### src/rtl/rv_muldiv_pkg.sv
// Shared RV32M constants: funct3 codes, M-extension funct7 and the
// multiply/divide unit's state encoding.
package rv_muldiv_pkg;

  localparam logic [2:0] F3_MUL    = 3'b000;
  localparam logic [2:0] F3_MULH   = 3'b001;
  localparam logic [2:0] F3_MULHSU = 3'b010;
  localparam logic [2:0] F3_MULHU  = 3'b011;
  localparam logic [2:0] F3_DIV    = 3'b100;
  localparam logic [2:0] F3_DIVU   = 3'b101;
  localparam logic [2:0] F3_REM    = 3'b110;
  localparam logic [2:0] F3_REMU   = 3'b111;

  localparam logic [6:0] FUNCT7_M  = 7'b0000001;

  typedef enum logic [1:0] {
    IDLE = 2'd0,
    CALC = 2'd1,
    FIX  = 2'd2,
    DONE = 2'd3
  } muldiv_state_e;

endpackage

### src/rtl/ex_muldiv_unit.sv
// Iterative RV32M multiply/divide for the EX stage: 32 shift-add or restoring
// steps on magnitudes, followed by a sign-fix cycle; stalls the front end meanwhile.
module ex_muldiv_unit
  import rv_muldiv_pkg::*;
#(
  parameter int XLEN = 32
) (
  input  logic            clk,
  input  logic            reset,
  input  logic            start,
  input  logic [2:0]      funct3,
  input  logic [XLEN-1:0] a,
  input  logic [XLEN-1:0] b,
  input  logic [4:0]      rd_in,
  input  logic            flush,
  output logic            stall,
  output logic            done,
  output logic [XLEN-1:0] result,
  output logic [4:0]      rd_out
);

  muldiv_state_e state_q, state_d;
  logic [2:0]  f3_q, f3_d;
  logic [4:0]  rd_q, rd_d;
  logic        sa_q, sa_d;
  logic        sb_q, sb_d;
  logic [5:0]  cnt_q, cnt_d;
  logic [63:0] acc_q, acc_d;
  logic [31:0] opnd_q, opnd_d;
  logic [31:0] result_q, result_d;
  logic [4:0]  rd_out_q, rd_out_d;
  logic        done_q, done_d;

  logic        is_div;
  logic [32:0] add_x, add_y;
  logic [33:0] sum;
  logic [63:0] prod_fix;
  logic [31:0] quot_fix, rem_fix, res_fix;
  logic        sa_in, sb_in;
  logic [31:0] mag_a, mag_b;

  // acc holds {hi, multiplier} for multiply and {rem, quot} for divide;
  // opnd is the multiplicand or the divisor magnitude.
  assign is_div = f3_q[2];
  assign add_x  = is_div ? acc_q[63:31] : {1'b0, acc_q[63:32]};
  assign add_y  = is_div ? ~{1'b0, opnd_q} : (acc_q[0] ? {1'b0, opnd_q} : 33'd0);
  assign sum    = {1'b0, add_x} + {1'b0, add_y} + {33'd0, is_div};

  assign prod_fix = (sa_q ^ sb_q) ? (64'd0 - acc_q) : acc_q;
  assign quot_fix = (sa_q ^ sb_q) ? (32'd0 - acc_q[31:0]) : acc_q[31:0];
  assign rem_fix  = sa_q ? (32'd0 - acc_q[63:32]) : acc_q[63:32];

  assign sa_in = a[31] & (funct3 == F3_MULH || funct3 == F3_MULHSU ||
                          funct3 == F3_DIV  || funct3 == F3_REM);
  assign sb_in = b[31] & (funct3 == F3_MULH || funct3 == F3_DIV || funct3 == F3_REM);
  assign mag_a = sa_in ? (32'd0 - a) : a;
  assign mag_b = sb_in ? (32'd0 - b) : b;

  always_comb begin
    res_fix = quot_fix;
    case (f3_q)
      F3_MUL:                        res_fix = prod_fix[31:0];
      F3_MULH, F3_MULHSU, F3_MULHU:  res_fix = prod_fix[63:32];
      F3_REM, F3_REMU:               res_fix = rem_fix;
      default:                       res_fix = quot_fix;
    endcase
  end

  always_comb begin
    state_d  = state_q;
    f3_d     = f3_q;
    rd_d     = rd_q;
    sa_d     = sa_q;
    sb_d     = sb_q;
    cnt_d    = cnt_q;
    acc_d    = acc_q;
    opnd_d   = opnd_q;
    result_d = result_q;
    rd_out_d = rd_out_q;
    done_d   = 1'b0;

    case (state_q)
      IDLE: begin
        if (start && !flush) begin
          f3_d    = funct3;
          rd_d    = rd_in;
          sa_d    = sa_in;
          sb_d    = sb_in;
          cnt_d   = 6'd0;
          state_d = CALC;
          if (funct3[2]) begin
            opnd_d = mag_b;
            acc_d  = {32'd0, mag_a};
          end else begin
            opnd_d = mag_a;
            acc_d  = {32'd0, mag_b};
          end
          if (funct3[2] && b == 32'd0) begin
            state_d  = DONE;
            done_d   = 1'b1;
            rd_out_d = rd_in;
            result_d = funct3[1] ? a : 32'hFFFF_FFFF;
          end else if ((funct3 == F3_DIV || funct3 == F3_REM) &&
                       a == 32'h8000_0000 && b == 32'hFFFF_FFFF) begin
            state_d  = DONE;
            done_d   = 1'b1;
            rd_out_d = rd_in;
            result_d = funct3[1] ? 32'd0 : 32'h8000_0000;
          end
        end
      end
      CALC: begin
        cnt_d = cnt_q + 6'd1;
        if (is_div)
          acc_d = sum[33] ? {sum[31:0], acc_q[30:0], 1'b1} : {acc_q[62:0], 1'b0};
        else
          acc_d = {sum[32:0], acc_q[31:1]};
        if (cnt_q == 6'd31)
          state_d = FIX;
      end
      FIX: begin
        state_d  = DONE;
        done_d   = 1'b1;
        result_d = res_fix;
        rd_out_d = rd_q;
      end
      DONE: begin
        state_d = IDLE;
      end
      default: state_d = IDLE;
    endcase

    if (flush) begin
      state_d  = IDLE;
      done_d   = 1'b0;
      result_d = result_q;
      rd_out_d = rd_out_q;
    end
  end

  always_ff @(posedge clk or negedge reset) begin
    if (!reset) begin
      state_q  <= IDLE;
      f3_q     <= 3'd0;
      rd_q     <= 5'd0;
      sa_q     <= 1'b0;
      sb_q     <= 1'b0;
      cnt_q    <= 6'd0;
      acc_q    <= 64'd0;
      opnd_q   <= 32'd0;
      result_q <= 32'd0;
      rd_out_q <= 5'd0;
      done_q   <= 1'b0;
    end else begin
      state_q  <= state_d;
      f3_q     <= f3_d;
      rd_q     <= rd_d;
      sa_q     <= sa_d;
      sb_q     <= sb_d;
      cnt_q    <= cnt_d;
      acc_q    <= acc_d;
      opnd_q   <= opnd_d;
      result_q <= result_d;
      rd_out_q <= rd_out_d;
      done_q   <= done_d;
    end
  end

  assign stall  = (state_q == IDLE && start && !flush) || state_q == CALC || state_q == FIX;
  assign done   = done_q;
  assign result = result_q;
  assign rd_out = rd_out_q;

endmodule

### config.mk
export PLATFORM = sky130hd
export DESIGN_NAME = ex_muldiv_unit
export DESIGN_NICKNAME = d
export VERILOG_FILES = /design/src/rtl/rv_muldiv_pkg.sv /design/src/rtl/ex_muldiv_unit.sv
export SDC_FILE = /design/constraint.sdc
export NUM_CORES = 1
export LEC_CHECK = 0
export BUFFER_PORTS_ARGS = -buffer_cell sky130_fd_sc_hd__buf_2
export CELL_PAD_IN_SITES_DETAIL_PLACEMENT = 0
export CELL_PAD_IN_SITES_GLOBAL_PLACEMENT = 1
export CORE_ASPECT_RATIO = 1.1
export CORE_MARGIN = 2
export CORE_UTILIZATION = 41
export CTS_BUF_LIST = sky130_fd_sc_hd__clkbuf_16
export DETAILED_ROUTE_END_ITERATION = 6
export GPL_ROUTABILITY_DRIVEN = 1
export GPL_TIMING_DRIVEN = 0
export PLACE_DENSITY = 0.81
export SLEW_MARGIN = 20
export SYNTH_ARGS = -nofsm -noshare
export SYNTH_HDL_FRONTEND = slang
export SYNTH_SLANG_ARGS = --single-unit
### constraint.sdc
create_clock -name clk -period 4 [get_ports clk]
set_input_delay 0.2 -clock clk [delete_from_list [all_inputs] [get_ports clk]]
set_output_delay 0.2 -clock clk [all_outputs]
set_load 0.02 [all_outputs]
* Word level (Yosys, flattened, before mapping)
Cells that the tools add are included.
** Cells by class
- Reductions and logical operators :: 26
- Add/sub/neg operators :: 8
- Bitwise gates (word level) :: 5
- Mux-type cells :: 38
- Equality and inequality tests :: 19
** Operator list (number)
- 32-bit 2-to-1 mux :: 12
- 64-bit 2-to-1 mux :: 4
- 64-bit one-hot mux with 2 select lines :: 1
- 1-bit by 32-bit subtractor with 32-bit output, first input constant :: 4
- 32-bit one-hot mux with 3 select lines :: 1
- 33-bit 2-to-1 mux :: 2
- 32-bit equality test, second input constant :: 2
- 32-bit one-hot mux with 2 select lines :: 1
- 1-bit by 64-bit subtractor with 64-bit output, first input constant :: 1
- 33-bit by 33-bit adder with 34-bit output :: 1
- 34-bit by 1-bit adder with 34-bit output :: 1
- 32-bit NOT with 33-bit output :: 1
- 32-bit logical NOT :: 1
- 5-bit 2-to-1 mux :: 3
- 3-bit equality test, second input constant :: 4
- 6-bit one-hot mux with 2 select lines :: 1
- 2-bit 2-to-1 mux :: 5
- 5-bit one-hot mux with 2 select lines :: 1
- 3-bit by 2-bit equality test with 1-bit output, second input constant :: 3
- 3-bit inequality test, second input constant :: 3
- 1-bit logical OR :: 8
- 2-bit one-hot mux with 4 select lines :: 1
- 6-bit by 1-bit adder with 6-bit output, second input constant :: 1
- 3-bit by 1-bit equality test with 1-bit output, second input constant :: 2
- other kinds (19) :: 32
** Word-level totals
- Word-level logic and storage cells :: 107
- Bits in registers :: 152
- Output and inout bits :: 39
- Input bits :: 76

* Longest topological paths before layout
Gate-level depths: netlist of the first run.
- Depth in word-level cells :: 9
- Gate-level depth with buffers :: 19
- Depth with buffers taken out :: 17

* Worst setup path after synthesis of the first run
OpenSTA, ideal clock, no wires.
- Path kind :: register to register
- Start point :: reg f3_q[2]
- End point :: reg acc_q[62]
- Data required time :: 3890 ps
- Buffers on the path :: 3
- Slack :: -199 ps
- Cell stages (with the launch flop) :: 18
- Period minus slack after synthesis :: 4199 ps
- Arrival time :: 4089 ps
- Library setup time :: 110 ps
- Cell sequence :: dfrtp_1 -> clkbuf_1 -> clkbuf_1 -> buf_1 -> nand2_1 -> and2_1 -> fa_1 -> inv_1 -> fa_1 -> a211oi_1 -> o211a_1 -> o31ai_1 -> a21bo_2 -> a21oi_1 -> o41ai_1 -> xor2_1 -> nor2_1 -> o41ai_1
** On the way
- Word-level cells in the longest chain between the ends :: 6
- Elaborated cells between the ends (all ways) :: 7
- Classes of those cells :: add/sub: 2; mux: 5
** RTL lines
- from (decl) :: line ex_muldiv_unit.sv:23 : logic [2:0] f3_q, f3_d;
- from (signal assigned) :: line ex_muldiv_unit.sv:144 : f3_q <= 3'd0;
- from (signal assigned) :: line ex_muldiv_unit.sv:156 : f3_q <= f3_d;
- 33-bit 2-to-1 mux, on equally long branches :: line ex_muldiv_unit.sv:45, ex_muldiv_unit.sv:46
- 33-bit by 33-bit adder with 34-bit output :: line ex_muldiv_unit.sv:47 : assign sum = {1'b0, add_x} + {1'b0, add_y} + {33'd0, is_div};
- 34-bit by 1-bit adder with 34-bit output :: line ex_muldiv_unit.sv:47
- 64-bit 2-to-1 mux :: line ex_muldiv_unit.sv:115 : acc_d = sum[33] ? {sum[31:0], acc_q[30:0], 1'b1} : {acc_q[62:0], 1'b0};
- 64-bit 2-to-1 mux * :: line ex_muldiv_unit.sv:114 : if (is_div)
- 64-bit one-hot mux with 2 select lines * :: line ex_muldiv_unit.sv:82 : case (state_q)
- to (signal assigned) :: line ex_muldiv_unit.sv:149 : acc_q <= 64'd0;
- to (signal assigned) :: line ex_muldiv_unit.sv:161 : acc_q <= acc_d;
- to (decl) :: line ex_muldiv_unit.sv:28 : logic [63:0] acc_q, acc_d;
Mark *: on every way between the ends. The rest lies on a longest branch, timed or not.
A chain may end at the register's enable or synchronous reset.

* Worst setup path after layout of the first run
- Start point :: reg acc_q[0]
- End point :: reg acc_q[49]
** On the way
- Word-level cells in the longest chain between the ends :: 7
** RTL lines
- 32-bit 2-to-1 mux * :: line ex_muldiv_unit.sv:46 : assign add_y = is_div ? ~{1'b0, opnd_q} : (acc_q[0] ? {1'b0, opnd_q} : 33'd0);
- 33-bit 2-to-1 mux * :: line ex_muldiv_unit.sv:46
- 33-bit by 33-bit adder with 34-bit output * :: line ex_muldiv_unit.sv:47
- 34-bit by 1-bit adder with 34-bit output * :: line ex_muldiv_unit.sv:47
- 64-bit 2-to-1 mux :: line ex_muldiv_unit.sv:115
- 64-bit 2-to-1 mux * :: line ex_muldiv_unit.sv:114
- 64-bit one-hot mux with 2 select lines * :: line ex_muldiv_unit.sv:82
Marks and branches as above.

==> flow_summary.json, run 1 <==
{
  "outcome": "finished clean",
  "final_hold_viol_count": 0,
  "place_congestion": 0.9770,
  "setup_viol": 0,
  "hold_class": "primary input to register",
  "overflow": 0,
  "layout.cells.non_filler": 2492,
  "grt_busiest_layer": "met2",
  "fin_area_um2": 16480,
  "core_um2": 34020,
  "grt_pass1_wl_um": 90180,
  "ant_nets": 0,
  "worst_pin_slew_ns": 1.040,
  "dieHeight_um": 198.6,
  "cp.arrival_ns": 4.27,
  "drive_above_1_share_pct": 15.82,
  "path_max_fanout": 10,
  "drtIter0Drc": 1675,
  "die-area_um2": 35930,
  "row_count": 71,
  "synth_cell_types": 69,
  "cts_tree": "yes",
  "post-place-cells": 2431,
  "cts.clk_slew.worst_paths_ns": 0.07,
  "dr.pass1.iters": 6,
  "cts.htree.levels": 4,
  "power_density_nw_per_um2": 953.6,
  "grtUsageMet3_pct": 6.097,
  "synth_cells": 1878,
  "drv_slew": 0,
  "grt_use_met2_pct": 52.36,
  "cp-start-kind": "register",
  "antenna_found_initial": 0,
  "grt_max_degree": 91,
  "portBuffers": 114,
  "diodes": 0,
  "synth_edf_count": 0,
  "synth_seq_area_share_pct": 26.95,
  "peakVddDrop_mv": 0.4617,
  "vias": 15534,
  "fmax_ghz": 0.2549,
  "start_util_pct": 41.48,
  "slew-limit-headroom_pct": 30.43,
  "grtUsageTotal_pct": 33.71,
  "clockRootBuffer": "clkbuf_16",
  "fin_crit_ns": 3.923,
  "seq_area_um2": 3805,
  "synthesis.area_um2": 14110,
  "fin_crit_sh_pct": 98.08,
  "finalNetCount": 2161,
  "synthTopCellsByArea": "dfrtp_1 (27%), o21ai_0 (7.7%), nand2_1 (7.0%)",
  "syn_area_per_cell_um2": 7.516,
  "nFillCells": 3446,
  "hpwl_um": 48640,
  "cts.sinks": 152,
  "insertion_delay_ns": 0.47,
  "clockBufferDepth": 2,
  "synth_top_area_share_pct": 26.95,
  "synthArstFlopShare_pct": 100.0,
  "path_class": "register to register",
  "finClkSkew_ns": 0.01305,
  "placed_area_um2": 15280,
  "die_w_um": 180.9,
  "io_pins": 115,
  "area_growth_syn_to_layout_pct": 16.75,
  "drt-vias-per-instance": 6.234,
  "yosys_most_used_dff": "dfrtp_1",
  "yosysTopAreaCell": "dfrtp_1",
  "multi_input_area_um2": 9859,
  "endpoint_kind": "register",
  "max-cap-violations": 0,
  "cts_inserted_buffers": 17,
  "rsz0062_at_grt": "true",
  "r2r_setup_slack_ns": 0.08,
  "avgRoutedWirePerCell_um": 24.85,
  "drt_wl_total_um": 61920,
  "grtUsageMet1_pct": 45.11,
  "p_leak_nw": 6.787,
  "synth_warnings": 0,
  "grt_pass1_vias": 14069,
  "worstPathRequired_ns": 4.35,
  "drc_errors": 0,
  "ys_seq_elements": 152,
  "synth_nets": 1997
}
[what timing repair did]
item / CTS / global route
hold buffers: 9 / 0
resized for setup: 69 / 58
setup endpoints to repair: 33 / 40
endpoints found under the hold margin: 99 / 0
pin swaps: 12 / 25
setup buffers: 10 / 17
[flip-flops by register name (all words and copies together), names as in the netlist]
register	count
done	1
sa_q	1
state_q	2
sb_q	1
cnt_q	6
acc_q	64
f3_q	3
rd_q	5
result	32
opnd_q	32
rd_out	5
[layout by cell type, fill, tap and decap left out, types with 8 or more instances in the layout]
cell,count
o21ai_1,15
nor2_1,174
xnor2_1,71
or4_1,15
nor3_1,38
nor4_1,19
buf_1,9
a21o_1,15
nand4_1,19
nand2b_1,12
or3_1,15
inv_1,23
dlygate4sd3_1,9
buf_4,31
dfrtp_1,151
nand2_1,262
nor2b_1,10
nand3_1,27
clkbuf_16,17
o41ai_1,10
o21ai_0,193
a31oi_1,11
xor2_1,88
o22ai_1,10
o211ai_1,19
a211oi_1,28
o221ai_1,48
clkbuf_1,111
o21bai_1,8
o21ai_2,13
ha_1,32
buf_2,125
mux2i_1,33
mux2_2,50
o31ai_1,25
a21oi_1,144
[synthesized netlist by cell type (15+ instances only)]
master      n
nand2_1   264
o21ai_0   216
nor2_1    176
dfrtp_1   152
a21oi_1   148
clkbuf_1  130
xor2_1     90
xnor2_1    73
mux2_2     50
o221ai_1   50
ha_1       41
nor3_1     38
mux2i_1    33
a211oi_1   30
nand3_1    27
o31ai_1    26
inv_1      25
nand4_1    19
nor4_1     19
o211ai_1   19
a21o_1     15
buf_1      15
or3_1      15
or4_1      15
[metrics by stage]
stage          total power [mW]  hold slack [ns]  util (%)  setup WS (ns)  setup TNS [ns]
3_5_place_dp              12.92           0.2771     44.90         -1.704          -48.77
3_3_place_gp              12.83           0.4136     44.79         -1.630          -49.49
6_report                  15.72          0.09062     48.44        0.07683               0
2_1_floorplan             9.581         -0.09559         -       0.009485               0
5_1_grt                   16.64           0.1099     48.44       -0.08251         -0.1251
4_1_cts                   14.94          0.07843     47.68       -0.05049        -0.09487
[final timing paths]
kind | depth (start not counted) | from | end
worst min-delay path | 3 | a[14] | result[14]
max in group asynchronous | 3 | reset | f3_q[0]
worst min register to register | 2 | rd_q[0] | rd_q[0]
worst max-delay path | 17 | acc_q[0] | acc_q[49]
min in group asynchronous | 2 | reset | acc_q[46]
worst max register to register | 17 | acc_q[0] | acc_q[49]
[critical path: stages, from the launching register on]
cell and delay [ns]:
dfrtp_1 0.46, inv_1 0.21, nor2_4 0.21, clkbuf_4 0.23, nand2_1 0.06, o21ai_0 0.23
ha_1 0.40, o21a_1 0.13, o211ai_1 0.34, o31ai_4 0.13, buf_4 0.15, buf_6 0.12
a41oi_4 0.25, nor2_1 0.09, a211oi_2 0.22, xor2_1 0.25, nand2_1 0.08, a32o_1 0.24
[cell type report]
type | instances | share of cell area [%]
inverter | 28 | 0.6529
timing repair buffer | 151 | 5.489
sequential | 152 | 23.09
clock inverter | 14 | 0.9946
clock buffer | 17 | 2.581
multi-input combinational | 1541 | 59.83
tap | 438 | 3.325
buffer | 151 | 4.039
[power breakdown]
part	switching [mW]	internal [mW]	total [mW]
logic	7.31	3.88	11.2
clock network	0.758	0.931	1.69
registers	0.621	2.22	2.84
[kinds of logic after synthesis]
family | Yosys count | synth area share [%]
AO/OA/AOI/OAI | 617 | 27.23
AND/OR/NAND/NOR | 635 | 20.43
flip-flops | 152 | 26.95
multiplexers | 83 | 6.329
XOR/XNOR | 163 | 10.11
buffers and inverters | 185 | 5.026
adder cells (fa/ha/maj) | 43 | 3.918
[per-layer routing]
layer | vias up | wire length (um)
met1 | 7424 | 25870
li1 | 7155 | -
met4 | 0 | 3218
met5 | - | 0
met2 | 801 | 27570
met3 | 154 | 5267
(Power assumes the default switching activity.)
==> run 2, diff against run 1 <==
Settings changed: BUFFER_PORTS_ARGS -buffer_cell sky130_fd_sc_hd__buf_2 to -buffer_cell sky130_fd_sc_hd__clkbuf_2.
==> run 2 against run 1 <==
Net effect:
- final area grew 0.33%
- critical endpoint is now acc_q[62]
- hold slack worse by 0.076 ns
- worst setup slack lost 0.023 ns
- non-clock buffer count rose by 3
==> flow_summary.json, run 2 (synthesis results as in run 1) <==
{
  "outcome": "finished clean",
  "setup_viol": 0,
  "hpwl_um": 48920,
  "final_hold_viol_count": 0,
  "cp.arrival_ns": 4.30,
  "fin_crit_ns": 3.947,
  "largest_reg_flops": 64,
  "drt_wl_total_um": 62360,
  "final_common_cell": "nand2_1",
  "area_growth_syn_to_layout_pct": 17.14,
  "cts_inserted_buffers": 17,
  "p_leak_nw": 6.817,
  "die_w_um": 180.9,
  "total_power_mw": 15.74,
  "clockRootBuffer": "clkbuf_16",
  "rsz0062_at_grt": "true",
  "avgRoutedWirePerCell_um": 24.98,
  "grt_pass1_vias": 14329,
  "endpoint_kind": "register",
  "top_layer_used": "met5",
  "hold_class": "primary input to register",
  "grtUsageTotal_pct": 34.05,
  "hold_start": "flush",
  "finalNetCount": 2164,
  "layout_common_cells": "nand2_1 (263), o21ai_0 (191), nor2_1 (172)",
  "cts.htree.levels": 4,
  "route.met3.wl_um": 4914,
  "core_um2": 34020,
  "startpoint": "f3_q[2]",
  "fin_crit_sh_pct": 98.66,
  "ant_nets": 0,
  "io_pins": 115,
  "drv_slew": 0,
  "drc_errors": 0,
  "max_flop_register": "acc_q",
  "max-cap-violations": 0,
  "clockBufferDepth": 2,
  "fmax_ghz": 0.2534,
  "worst_pin_slew_ns": 1.046,
  "row_count": 71,
  "overflow": 0,
  "worstPathRequired_ns": 4.36,
  "grt_max_degree": 88,
  "grt_pass1_wl_um": 90730,
  "met2RoutedLength_um": 27750,
  "place_congestion": 0.9920,
  "insertion_delay_ns": 0.47,
  "drtIter0Drc": 1959,
  "antenna_found_initial": 2,
  "dr.pass1.iters": 6,
  "slew-limit-headroom_pct": 30.26,
  "vias": 15589,
  "finClkSkew_ns": 0.01173,
  "cts.clk_slew.worst_paths_ns": 0.07,
  "die-area_um2": 35930,
  "power_density_nw_per_um2": 951.7,
  "peakVddDrop_mv": 0.4498,
  "diodes": 0,
  "path_max_fanout": 6,
  "post-place-cells": 2431,
  "r2r_setup_slack_ns": 0.05,
  "regToRegStartpoint": "f3_q[2]",
  "cp-start-kind": "register",
  "layout.cells.non_filler": 2496,
  "start_util_pct": 41.48,
  "drive_above_1_share_pct": 16.13,
  "path_class": "register to register",
  "cts.sinks": 152,
  "wl_met1_um": 26300,
  "dieHeight_um": 198.6,
  "drt-vias-per-instance": 6.246,
  "portBuffers": 114,
  "cts_tree": "yes"
}
-- run 2: cell count changes in the layout (fill, tap and decap cells not counted), moves of 3 or more --
cell,change
buf_2,-113
clkbuf_2,+111
o21ai_2,-4
o21ai_1,+6
a21oi_2,+3
buf_4,+5
a21oi_1,-3
-- run 2: stage by stage --
stage / setup WS [ns] / instance area [um2] / util (%) / hold slack (ns) / setup TNS (ns)
5_1_grt: -0.1203 / 16530 / 48.59 / 0.03790 / -0.5277
2_1_floorplan: 0.009485 / 14120 / - / -0.09559 / 0
4_1_cts: -0.007093 / 16170 / 47.52 / 0.001022 / -0.007093
6_report: 0.05345 / 16530 / 48.59 / 0.01470 / 0
3_3_place_gp: -1.638 / 15240 / 44.79 / 0.4167 / -68.53
3_5_place_dp: -1.618 / 15290 / 44.93 / 0.2516 / -48.33
-- run 2: what timing repair did --
action	4_1_cts	5_1_grt
pin swaps	8	26
cloned	0	1
endpoints found under the hold margin	71	0
buffers inserted	10	22
hold buffers	7	0
setup endpoints to repair	33	37
resized for setup	61	70
-- run 2: layer usage --
metal	track usage [%]	vias to the layer above
met5	0	-
met4	17.11	2
met3	7.268	171
met2	52.96	766
met1	44.78	7509
li1	-	7141
-- run 2: layout make-up --
cell class | count | area [um2]
Sequential cell | 152 | 3805
Multi-Input combinational cell | 1541 | 9888
Tap cell | 438 | 548.0
Timing Repair Buffer | 155 | 928.4
Fill cell | 3427 | 17490
Clock buffer | 17 | 425.4
Buffer | 150 | 688.2
Inverter | 28 | 107.6
Clock inverter | 15 | 142.6
-- run 2: where the power goes --
part | internal [mW] | total [mW] | switching (mW)
clock | 0.867 | 1.63 | 0.763
combinational | 3.93 | 11.3 | 7.34
sequential | 2.22 | 2.84 | 0.620
-- run 2: final timing paths --
path / depth (start not counted) / end
min reg2reg: 2 / rd_q[0]
max in group asynchronous: 3 / f3_q[0]
min in group asynchronous: 2 / acc_q[43]
min: 2 / done
max reg2reg: 18 / acc_q[62]
max: 18 / acc_q[62]
-- run 2: worst max-delay path, cell delays in order, from the launching register on --
cell	delay [ns]
dfrtp_2	0.46
clkbuf_16	0.17
clkbuf_16	0.16
nor2_4	0.13
nand2_1	0.08
o21ai_2	0.09
inv_1	0.08
fa_2	0.38
inv_2	0.07
fa_2	0.25
a211oi_4	0.07
o211a_1	0.28
o31ai_4	0.36
a21bo_2	0.26
a21oi_4	0.09
o41ai_4	0.34
xor2_1	0.24
nor2_1	0.07
o41ai_2	0.25
